### config.mk
export PLATFORM = sky130hd
export DESIGN_NAME = ntps_axi_req_arb
export DESIGN_NICKNAME = d
export VERILOG_FILES = /design/src/rtl/ntps_axi_req_arb.sv
export SDC_FILE = /design/constraint.sdc
export NUM_CORES = 1
export LEC_CHECK = 0
export CAP_MARGIN = 10
export CORE_UTILIZATION = 30
export DETAILED_ROUTE_END_ITERATION = 10
export PLACE_DENSITY = 0.79
export SKIP_CTS_REPAIR_TIMING = 1
export SLEW_MARGIN = 15
export SYNTH_ARGS = -nofsm -noshare
export SYNTH_HDL_FRONTEND = slang
export SYNTH_SLANG_ARGS = --single-unit
### constraint.sdc
create_clock -name axi_aclk -period 1.68 [get_ports axi_aclk]
set_clock_uncertainty 0.15 [all_clocks]
set_input_delay 0.336 -clock axi_aclk [delete_from_list [all_inputs] [get_ports axi_aclk]]
set_output_delay 0.336 -clock axi_aclk [all_outputs]
set_load 0.005 [all_outputs]
### src/rtl/ntps_axi_req_arb.sv
// rtl/ntps_axi_req_arb.sv - two-requester round-robin arbiter onto a single AXI4-Lite master port
// One transaction is in flight at a time; requests are only looked at while idle.
module ntps_axi_req_arb #(
  parameter int ADDR_WIDTH = 32
) (
  input  logic                    axi_aclk,
  input  logic                    axi_aresetn,
  input  logic [1:0]              req,
  input  logic [1:0]              we,
  input  logic [2*ADDR_WIDTH-1:0] addr,
  input  logic [63:0]             wdata,
  output logic [1:0]              ack,
  output logic [31:0]             rdata,
  output logic                    err,
  output logic [ADDR_WIDTH-1:0]   m_axi_awaddr,
  output logic                    m_axi_awvalid,
  input  logic                    m_axi_awready,
  output logic [31:0]             m_axi_wdata,
  output logic [3:0]              m_axi_wstrb,
  output logic                    m_axi_wvalid,
  input  logic                    m_axi_wready,
  input  logic [1:0]              m_axi_bresp,
  input  logic                    m_axi_bvalid,
  output logic                    m_axi_bready,
  output logic [ADDR_WIDTH-1:0]   m_axi_araddr,
  output logic                    m_axi_arvalid,
  input  logic                    m_axi_arready,
  input  logic [31:0]             m_axi_rdata,
  input  logic [1:0]              m_axi_rresp,
  input  logic                    m_axi_rvalid,
  output logic                    m_axi_rready
);

  typedef enum logic [2:0] {IDLE, WADDR, WRESP, RADDR, RDATA, ACK} state_e;

  state_e                  state_q, state_d;
  logic                    grant_q, grant_d;
  logic                    last_q, last_d;
  logic [ADDR_WIDTH-1:0]   addr_q, addr_d;
  logic [31:0]             wdata_q, wdata_d;
  logic                    aw_done_q, aw_done_d;
  logic                    w_done_q, w_done_d;
  logic [31:0]             rdata_q, rdata_d;
  logic                    err_q, err_d;
  logic                    sel;
  logic                    unused_resp_lsb;

  assign unused_resp_lsb = m_axi_bresp[0] ^ m_axi_rresp[0];

  always_ff @(posedge axi_aclk or negedge axi_aresetn) begin
    if (!axi_aresetn) begin
      state_q   <= IDLE;
      grant_q   <= 1'b0;
      last_q    <= 1'b1;
      addr_q    <= '0;
      wdata_q   <= '0;
      aw_done_q <= 1'b0;
      w_done_q  <= 1'b0;
      rdata_q   <= '0;
      err_q     <= 1'b0;
    end else begin
      state_q   <= state_d;
      grant_q   <= grant_d;
      last_q    <= last_d;
      addr_q    <= addr_d;
      wdata_q   <= wdata_d;
      aw_done_q <= aw_done_d;
      w_done_q  <= w_done_d;
      rdata_q   <= rdata_d;
      err_q     <= err_d;
    end
  end

  always_comb begin
    state_d   = state_q;
    grant_d   = grant_q;
    last_d    = last_q;
    addr_d    = addr_q;
    wdata_d   = wdata_q;
    aw_done_d = aw_done_q;
    w_done_d  = w_done_q;
    rdata_d   = rdata_q;
    err_d     = err_q;
    // Under contention the requester that did not win last time goes next.
    sel = (req == 2'b11) ? ~last_q : req[1];

    case (state_q)
      IDLE: begin
        if (|req) begin
          grant_d   = sel;
          last_d    = sel;
          addr_d    = sel ? addr[2*ADDR_WIDTH-1:ADDR_WIDTH] : addr[ADDR_WIDTH-1:0];
          wdata_d   = sel ? wdata[63:32] : wdata[31:0];
          aw_done_d = 1'b0;
          w_done_d  = 1'b0;
          state_d   = we[sel] ? WADDR : RADDR;
        end
      end
      WADDR: begin
        aw_done_d = aw_done_q | m_axi_awready;
        w_done_d  = w_done_q | m_axi_wready;
        if (aw_done_d && w_done_d) state_d = WRESP;
      end
      WRESP: begin
        if (m_axi_bvalid) begin
          rdata_d = '0;
          err_d   = m_axi_bresp[1];
          state_d = ACK;
        end
      end
      RADDR: begin
        if (m_axi_arready) state_d = RDATA;
      end
      RDATA: begin
        if (m_axi_rvalid) begin
          rdata_d = m_axi_rdata;
          err_d   = m_axi_rresp[1];
          state_d = ACK;
        end
      end
      ACK:     state_d = IDLE;
      default: state_d = IDLE;
    endcase
  end

  assign m_axi_awaddr  = addr_q;
  assign m_axi_araddr  = addr_q;
  assign m_axi_wdata   = wdata_q;
  assign m_axi_wstrb   = 4'hF;
  assign m_axi_awvalid = (state_q == WADDR) && !aw_done_q;
  assign m_axi_wvalid  = (state_q == WADDR) && !w_done_q;
  assign m_axi_bready  = (state_q == WRESP);
  assign m_axi_arvalid = (state_q == RADDR);
  assign m_axi_rready  = (state_q == RDATA);
  assign ack           = (state_q == ACK) ? (grant_q ? 2'b10 : 2'b01) : 2'b00;
  assign rdata         = rdata_q;
  assign err           = err_q;

endmodule

======== Word-level counts from Yosys, hierarchy flattened ========
Cells that the tools add are included.
storage, ports and cells
  bits in registers ....................... 104
  input bits .............................. 175
  output and inout port bits .............. 140
  word-level logic and storage cells ...... 60
operators by class
  order comparisons ....................... 1
  equality and inequality tests ........... 11
  multiplexer cells ....................... 23
  bitwise operators ....................... 3
  reduce and logical (&&, ||, !) cells .... 13
operators with widths
  kind                                                                  count
  32-bit two-way mux                                                    4
  32-bit case mux with 2 select lines                                   1
  3-bit two-way mux                                                     5
  3-bit case mux with 5 select lines                                    1
  2-bit != test, second input constant                                  4
  3-bit by 2-bit == test with 1-bit output, second input constant       2
  3-bit == test, second input constant                                  2
  1-bit two-way mux                                                     6
  2-bit two-way mux                                                     3
  1-bit case mux with 2 select lines                                    3
  5-bit AND reduction                                                   1
  2-bit AND reduction                                                   2
  2-bit nonzero test                                                    2
  3-bit by 1-bit == test with 1-bit output, second input constant       1
  1-bit logical AND                                                     3
  3-bit zero test                                                       1
  3-bit AND reduction                                                   1
  2-bit == test, second input constant                                  1
  1-bit zero test                                                       2
  1-bit by 2-bit < comparator with 1-bit output, second input constant  1
  2-bit by 1-bit != test with 1-bit output, second input constant       1
  1-bit bitwise OR                                                      2
  2-bit OR reduction                                                    1
  1-bit NOT                                                             1

======== Logic depth before layout (Yosys ltp) ========
Gate-level depths: netlist (run 1).
  word-level depth ........................ 7
  mapped depth ............................ 6
  depth with buffers taken out ............ 3

======== Worst setup path before layout (run 1) ========
Ideal clock, no wire load.
  path type ............................... reg-to-reg
  from .................................... register state_q[2]
  to ...................................... register wdata_q[13] (netlist: m_axi_wdata[13])
  library setup time ...................... 128 ps
  arrival time ............................ 1461 ps
  required time ........................... 1402 ps
  slack ................................... -58 ps
  stages on the path, launching flop included .. 6
  cells stage by stage .................... dfrtp_1 > nor3_4 > o21a_4 > buf_6 > buf_6 > mux2_1
between the ends
  cells in the longest elaborated chain, start to end .. 2
ends and longest elaborated chain
  what                           line  RTL
  from (decl)                    36    state_e state_q, state_d;
  from (signal assigned)         62    state_q <= state_d;
  3-bit zero test                87    case (state_q)
  2-bit AND reduction (no line)  -
  to (signal assigned)           66    wdata_q <= wdata_d;
  to (decl)                      40    logic [31:0] wdata_q, wdata_d;
Every way passes these cells.
A chain may end at the register's enable or synchronous reset.

======== Final worst setup path (run 1) ========
  from .................................... register state_q[1]
  to ...................................... output m_axi_awvalid
between the ends
  cells in the longest elaborated chain, start to end .. 2
ends and longest elaborated chain
  what                                      line  RTL
  3-bit by 1-bit == test with 1-bit output  130   assign m_axi_awvalid = (state_q == WADDR) && !aw_done_q;
  1-bit logical AND                         130
  to (decl)                                 16    output logic m_axi_awvalid,
Every way passes these cells.

==> results of run 1 <==
flip-flops by register name (all words and copies together), names as in the netlist:
register      cells
grant_q           1
last_q            1
err               1
aw_done_q         1
w_done_q          1
m_axi_wdata      32
rdata            32
m_axi_araddr     32
state_q           3
power breakdown:
| group | internal [mW] | switching, mW |
|---|---|---|
| Clock | 1.19 | 0.916 |
| Sequential | 3.69 | 0.799 |
| Combinational | 5.75 | 2.80 |
| Total | 10.6 | 4.52 |
metal layers:
metal  wire length (um)  part of all wire [%]  up-vias  global-route usage [%]
met5                  0                     0        -                       0
met4                304                   1.6        0                    4.12
met3               1250                   6.8       19                    4.77
met2               9510                    52      208                    30.0
met1               7380                    40     2222                    17.5
li1                   -                     -     1965                       -
how the worst max path moves through the flow:
stage               cells past startpoint                           to  slack (ps)
finish                                  3                m_axi_awvalid        -220
detailed placement                      5  m_axi_wdata[17]$_DFFE_PN0P_        -660
global placement                        5  m_axi_wdata[17]$_DFFE_PN0P_        -670
global route                            3                 m_axi_wvalid        -260
floorplan                               6  m_axi_wdata[10]$_DFFE_PN0P_         -50
CTS                                     3                 m_axi_wvalid        -740
final cells by class:
class	instances	share of cell area [%]
clock buffer	11	2.41
clock inverter	5	0.559
inverter	4	0.174
multi-input combinational	205	25.2
sequential	104	25.9
tap	225	2.80
timing repair buffer	378	43.0
critical path: stages (launching register included):
cell and delay, ps:
sky130_fd_sc_hd__dfrtp_2 420, sky130_fd_sc_hd__or3b_4 450, sky130_fd_sc_hd__nor2_4 100, sky130_fd_sc_hd__buf_6 100
stage by stage:
step	hold slack [ps]	area [um^2]	setup TNS (ps)	cells
6_report	268	10100	-12290	932
3_3_place_gp	196	8480	-43350	871
3_5_place_dp	201	8480	-44650	871
4_1_cts	-186	8780	-27740	887
5_1_grt	294	10100	-17060	932
2_1_floorplan	-110	5310	-1370	371
cell usage in the layout (no fill, tap or decap), types with 2 or more instances in the layout:
cell	count
sky130_fd_sc_hd__conb_1	4
sky130_fd_sc_hd__buf_16	2
sky130_fd_sc_hd__mux2_4	113
sky130_fd_sc_hd__buf_4	32
sky130_fd_sc_hd__mux2i_1	2
sky130_fd_sc_hd__nor2_1	2
sky130_fd_sc_hd__nor2_2	2
sky130_fd_sc_hd__o21a_4	2
sky130_fd_sc_hd__nor2_4	2
sky130_fd_sc_hd__buf_8	3
sky130_fd_sc_hd__a22o_1	32
sky130_fd_sc_hd__and3b_1	2
sky130_fd_sc_hd__nand2_1	2
sky130_fd_sc_hd__a21oi_1	4
sky130_fd_sc_hd__dlymetal6s2s_1	132
sky130_fd_sc_hd__inv_1	3
sky130_fd_sc_hd__buf_6	17
sky130_fd_sc_hd__clkdlybuf4s50_1	169
sky130_fd_sc_hd__buf_2	4
sky130_fd_sc_hd__buf_12	6
sky130_fd_sc_hd__clkbuf_16	21
sky130_fd_sc_hd__clkinv_2	2
sky130_fd_sc_hd__mux2_2	17
sky130_fd_sc_hd__dfrtp_1	102
sky130_fd_sc_hd__o21ai_0	2
logic make-up after synthesis:
family                 count (synthesis)
buffers and inverters                 63
DFF                                  104
and+or+nand+nor                       20
AOI/OAI and AO/OA                     48
other                                  1
muxes                                132
==> impl_results.md, run 1 <==
- H-tree depth reported by CTS: 3
- Via count of the first global-routing pass: 4,397
- Number of max-cap violations: 0
- Arrival time at the worst endpoint: 1410 ps
- Sum of overflow across all layers after global routing: 0
- Multiplexer fraction of the synthesized cell area: between 30% and 40%
- Main combinational cell family by area after synthesis: multiplexers
- Cell chosen for the clock root: sky130_fd_sc_hd__clkbuf_16
- R2r worst-path depth: 5
- Clock tree from TritonCTS: done
- Multi-input combinational cell area: between 2000 and 3000 um^2
- Maximum vdd ir drop: 706 uV
- Leakage Power: 5.76 nW
- Initial antenna violation count: 0
- Number of routed nets with antenna violations: 0
- Clock edge transition at the registers on the reported setup and hold paths: 60 ps
- Count of inserted antenna diode cells: 0
- Number of flops mapped to enable cells by yosys: 0
- Highest fanout seen on the critical path: 3
- Area overhead of the layout relative to synthesis: 90.6%
- Critical path type: reg -> out
- Die height: 135 um
- Yosys reg bits: 104
- Worst setup SP type: flop
- Clock latency on the worst-skew pair: 340 ps
- Relative slew margins: 59.7%
- Violated checks: negative setup slack
- Pwr/cell area: between 1500 and 2000 nW/um^2
- HPWL after detailed placement: about 11,000 um
- Routability congestion estimate from global placement: 0.827
- Number of fillers in the final layout: 1,295
- Sink Count: about 100
- Post-layout minimum cycle time: 1900 ps
- Floorplan die width: 135 um
- Average wire per standard cell: 19.8 um
- Startpoint of the most critical hold path: req[0]
- Number of remaining DRC errors: 0
- Initial Utilization: 30.6%
- Min-Delay Path Class: in -> reg
- Most instantiated cells after synthesis: sky130_fd_sc_hd__dfrtp_1 (103), sky130_fd_sc_hd__mux2_2 (74), sky130_fd_sc_hd__mux2_4 (48), sky130_fd_sc_hd__buf_4 (37), sky130_fd_sc_hd__a22o_1 (32)
- Data required time at the worst endpoint: 1190 ps
- Worst Setup Slack, final: -221 ps
- Type of destination of the critical path: output pin
- Number of distinct library cells after synthesis: 35
- Outcome: finished, violations left
- Synthesized-area fraction occupied by ao, oa, aoi and oai cells: 7.60%
- Part of the Yosys area used for sequential elements: between 40% and 50%
- Total via count in the routed design: 4,414
- Area share of the largest cell type after synthesis: between 40% and 50%
- PortBufs: about 300
- Hold-critical path endpoint: last_q$_DFFE_PN1P_
- Number of instances in the synthesized netlist: 368
- FF+latch area: 2610 um^2
- I/O pin count: between 300 and 400
- Final period util: 113%
- Nets: 877
- Layout cell share with drive strength beyond 1: 33.8%
- Transition time at the pin with the least slew margin: 604 ps
- Total Power: between 15 and 20 mW
- Total count of hold-check failures in the final report: 0
- Wire length after detailed routing: 18,400 um
- GRT Total Usage: 16.0%
- Cells on Worst Hold Path: 3
- Fraction of the core area covered by cells at the end of the flow: 58.4%
- Final Setup Violations: 105
- Average vias per placed instance: 4.74
- Adder-Cell Fraction of Synth Area: 0%
- Cts bufs inserted: 9
- FFs w/ async S/R, synth: 100%
- CP startpoint: state_q[1]$_DFFE_PN0P_
- First-pass detailed-route iteration total: 4
- RSZ-0062 raised after global routing: true
- Most frequently used cell type in the post-synthesis netlist: sky130_fd_sc_hd__dfrtp_1
- Area leader, netlist: sky130_fd_sc_hd__dfrtp_1
- Count of routing violations after the opening detailed-route iteration: about 140
- Capture instance of the worst register-to-register path: m_axi_wdata[22]$_DFFE_PN0P_
- Post-Synthesis Mean Instance Area: 14.4 um^2
- Pin count of the biggest net entering global routing: 60
- Setup slack after placement: -665 ps
- Worst reg2reg setup slack: -190 ps
- DIE AREA: approximately 18,000 um^2
- Std-Cell Core Area: 17,200 um^2
- Top cells by area in the synthesized netlist: sky130_fd_sc_hd__dfrtp_1 (49%), sky130_fd_sc_hd__mux2_2 (16%), sky130_fd_sc_hd__mux2_4 (14%)
- Source of the worst register-to-register timing path: state_q[1]$_DFFE_PN0P_
- Xor/xnor share of the synthesized area: 0%
- Maximum buffer depth of the clock tree: 2
- Final number of max-transition violations: 0
- Simple-gate portion of the synthesized area: 2.58%
- Maximum frequency from static timing analysis: 0.526 GHz
- Synth warn: 0
- Most frequently used flop master after synthesis: sky130_fd_sc_hd__dfrtp_1
- Row count: between 40 and 50
- Global-route wire length before repair: 22,500 um
- Summed instance area of the synthesized netlist: 5280 um^2
No activity file was read; power rests on OpenSTA's default activity.
==> inputs of run 2 (changes only) <==
ABC_CLOCK_PERIOD_IN_PS = 1680   (was default)
==> results of run 2 <==
Same layout as run 1: the final DEF is identical, and so are final timing and power.
==> inputs of run 3 (changes only) <==
CORE_ASPECT_RATIO = 1.2   (was default)
==> run 3 against run 2 <==
Compared with the run above: the run still ends with negative setup slack left; combinational power down 14%; highest routed layer unchanged; register-to-register slack hardly changed; sequential share of layout area increased by 1.5 points; sequential cell count stayed put; setup slack better by 17 ps; cell area is 5.6% lower; critical endpoint unchanged; clock power increased by 2%; first-iteration DRC count shrank 0.74%; clock-buffer cell count fell by 2; routed wire length down 12%.
==> impl_results.md, run 3 (synthesis gave the netlist of run 1 again) <==
- Post-Route Setup TNS: -11,490 ps (+800 ps)
- HPWL after detailed placement: 11,500 um (+1.3%)
- CP startpoint: state_q[1]$_DFFE_PN0P_
- Relative slew margins: 62.9% (+3.2 points)
- Most frequent standard cell in the layout excluding fill and tap cells: sky130_fd_sc_hd__clkdlybuf4s50_1
- Total via count in the routed design: 4,253 (-3.6%)
- Area overhead of the layout relative to synthesis: 79.9%
- GRT Total Usage: 16.1% (+0.053 points)
- Min-Delay Path Class: in -> reg
- Clock edge transition at the registers on the reported setup and hold paths: 70 ps (about the same)
- Pin count of the biggest net entering global routing: 105 (+75%)
- Highest-count cells in the layout ignoring fill and taps: sky130_fd_sc_hd__clkdlybuf4s50_1 (169), sky130_fd_sc_hd__dlymetal6s2s_1 (131), sky130_fd_sc_hd__dfrtp_1 (102)
- Net switching fraction of the power: 30.1% (+0.29 points)
- Row count: 52 (+8.3%)
- Final Setup Violations: 78 (-26%)
- Clock tree from TritonCTS: done
- Setup slack after placement: -639 ps (+25.6 ps)
- Type of destination of the critical path: output pin
- Maximum buffer depth of the clock tree: 2 (unchanged)
- Violated checks: negative setup slack
- Outcome: finished, violations left
- Final number of max-transition violations: 0 (unchanged)
- Critical path type: reg -> out
- Leakage Power: 5.39 nW (-6.3%)
- RSZ-0062 raised after global routing: true
- Average wire per standard cell: 17.7 um (-11%)
- Average vias per placed instance: 4.64 (-2.1%)
- PortBufs: 308 (unchanged)
- Final period util: 112% (-1.0 points)
- Initial antenna violation count: 1 (+1)
- Nets: 870 (-0.80%)
- Source of the worst register-to-register timing path: last_q$_DFFE_PN1P_
- Cell chosen for the clock root: sky130_fd_sc_hd__clkbuf_16
- Sink Count: 104 (unchanged)
- Reg power frac: 31.9% (+2.3 points)
- Cts bufs inserted: 9 (unchanged)
- H-tree depth reported by CTS: 3 (unchanged)
- Clk network pwr share: 15.4% (+1.5 points)
- Number of routed nets with antenna violations: 0 (unchanged)
- Via count of the first global-routing pass: 4,530 (+3.0%)
- First-pass detailed-route iteration total: 4 (unchanged)
- NetSw: 4.19 mW (-7.3%)
- I/O pin count: 315 (unchanged)
- Post-layout minimum cycle time: 1880 ps (-17.4 ps)
- Number of remaining DRC errors: 0 (unchanged)
- Count of routing violations after the opening detailed-route iteration: 134 (-0.74%)
- Final Instance Count excl. Fillers: 917 (-1.6%)
- Floorplan die width: 123 um (-8.6%)
- Layout cell share with drive strength beyond 1: 32.3% (-1.5 points)
- Wire length after detailed routing: 16,200 um (-12%)
- Global-route wire length before repair: 22,600 um (+0.21%)
- Clock latency on the worst-skew pair: 340 ps (about the same)
- Highest fanout seen on the critical path: 3 (unchanged)
- Worst setup SP type: flop
- Initial Utilization: 31.0% (+0.34 points)
- Maximum vdd ir drop: 795 uV (+13%)
- Arrival time at the worst endpoint: 1400 ps (about the same)
- Std-Cell Core Area: 17,000 um^2 (-1.1%)
- Number of placed instances with taps included: 872 (+0.11%)
- Startpoint of the most critical hold path: req[0]
- DIE AREA: 18,100 um^2 (about the same)
- Sum of overflow across all layers after global routing: 0 (unchanged)
- Total count of hold-check failures in the final report: 0 (unchanged)
- Number of fillers in the final layout: 1,353 (+4.5%)
- Number of max-cap violations: 0 (unchanged)
- P_int: 9.72 mW (-8.6%)
- Worst Setup Slack, final: -204 ps (+17.4 ps)
- Die height: 147 um (+9.4%)
- Data required time at the worst endpoint: 1190 ps (about the same)
- Worst reg2reg setup slack: -200 ps (about the same)
- Pwr/cell area: 1460 nW/um^2 (-2.7%)
- Maximum frequency from static timing analysis: 0.531 GHz (+0.93%)
- Transition time at the pin with the least slew margin: 557 ps (-47.6 ps)
- Part of the power in combinational logic: 52.7% (-3.8 points)
- Routability congestion estimate from global placement: 0.764 (-7.7%)
==> run 3: cell count changes in the layout (fill, tap and decap cells not counted), moves of 4 or more <==
| cell | previous run | this run |
|---|---|---|
| sky130_fd_sc_hd__buf_6 | 17 | 6 |
| sky130_fd_sc_hd__clkbuf_2 | 0 | 4 |
| sky130_fd_sc_hd__clkbuf_16 | 21 | 12 |
| sky130_fd_sc_hd__mux2_4 | 113 | 51 |
| sky130_fd_sc_hd__mux2_1 | 0 | 6 |
| sky130_fd_sc_hd__mux2_2 | 17 | 73 |
| sky130_fd_sc_hd__buf_4 | 32 | 47 |
==> run 3: area by class of cell <==
type	instances	area (um^2)	share of cell area (%)
clock buffer	9	225	2.37
clock inverter	7	80.1	0.843
multi-input combinational	204	2280	24.0
inverter	4	15.0	0.158
sequential	104	2610	27.4
tap	216	270	2.84
antenna	1	2.50	0.0263
timing repair buffer	372	4020	42.3
==> run 3: path summary, 6_finish.rpt <==
kind / end / depth (start not counted)
min in group asynchronous: m_axi_wdata[12]$_DFFE_PN0P_ / 3
max in group asynchronous: m_axi_wdata[31]$_DFFE_PN0P_ / 3
hold reg to reg: rdata[10]$_DFFE_PN0P_ / 1
hold / removal: last_q$_DFFE_PN1P_ / 3
setup reg to reg: m_axi_araddr[14]$_DFFE_PN0P_ / 5
setup / recovery: m_axi_awvalid / 3
==> run 3: routing by layer <==
| metal | GRT usage (%) | part of all wire, % | vias to the layer above |
|---|---|---|---|
| li1 | - | - | 1944 |
| met1 | 17.1 | 37 | 2087 |
| met2 | 29.9 | 55 | 198 |
| met3 | 4.08 | 6.6 | 24 |
| met4 | 5.96 | 2.1 | 0 |
| met5 | 0 | 0 | - |
==> run 3: critical path, stage by stage, from the launching register on <==
cell                       delay [ps]
sky130_fd_sc_hd__dfrtp_2          400
sky130_fd_sc_hd__or3b_4           440
sky130_fd_sc_hd__nor2_4           100
sky130_fd_sc_hd__clkbuf_2         120
==> run 3: metrics by stage <==
step	hold slack [ps]	cell area [um^2]	power [mW]	utilization, %
final	236	9500	13.9	55.7
after global routing	244	9500	14.7	55.7
after CTS	-86.1	8850	13.9	51.9
after detailed placement	295	8550	11.7	50.1
after global placement	290	8550	11.5	50.1
after floorplan	-110	5310	7.82	-
==> run 3: power groups by stage <==
stage | Sequential, mW | Clock [mW] | Combinational, mW
global placement | 4.47 | 0 | 7.00
floorplan | 4.48 | 0 | 3.34
CTS | 4.51 | 2.23 | 7.17
finish | 4.43 | 2.15 | 7.33
detailed placement | 4.53 | 0 | 7.14
global route | 4.57 | 2.33 | 7.82
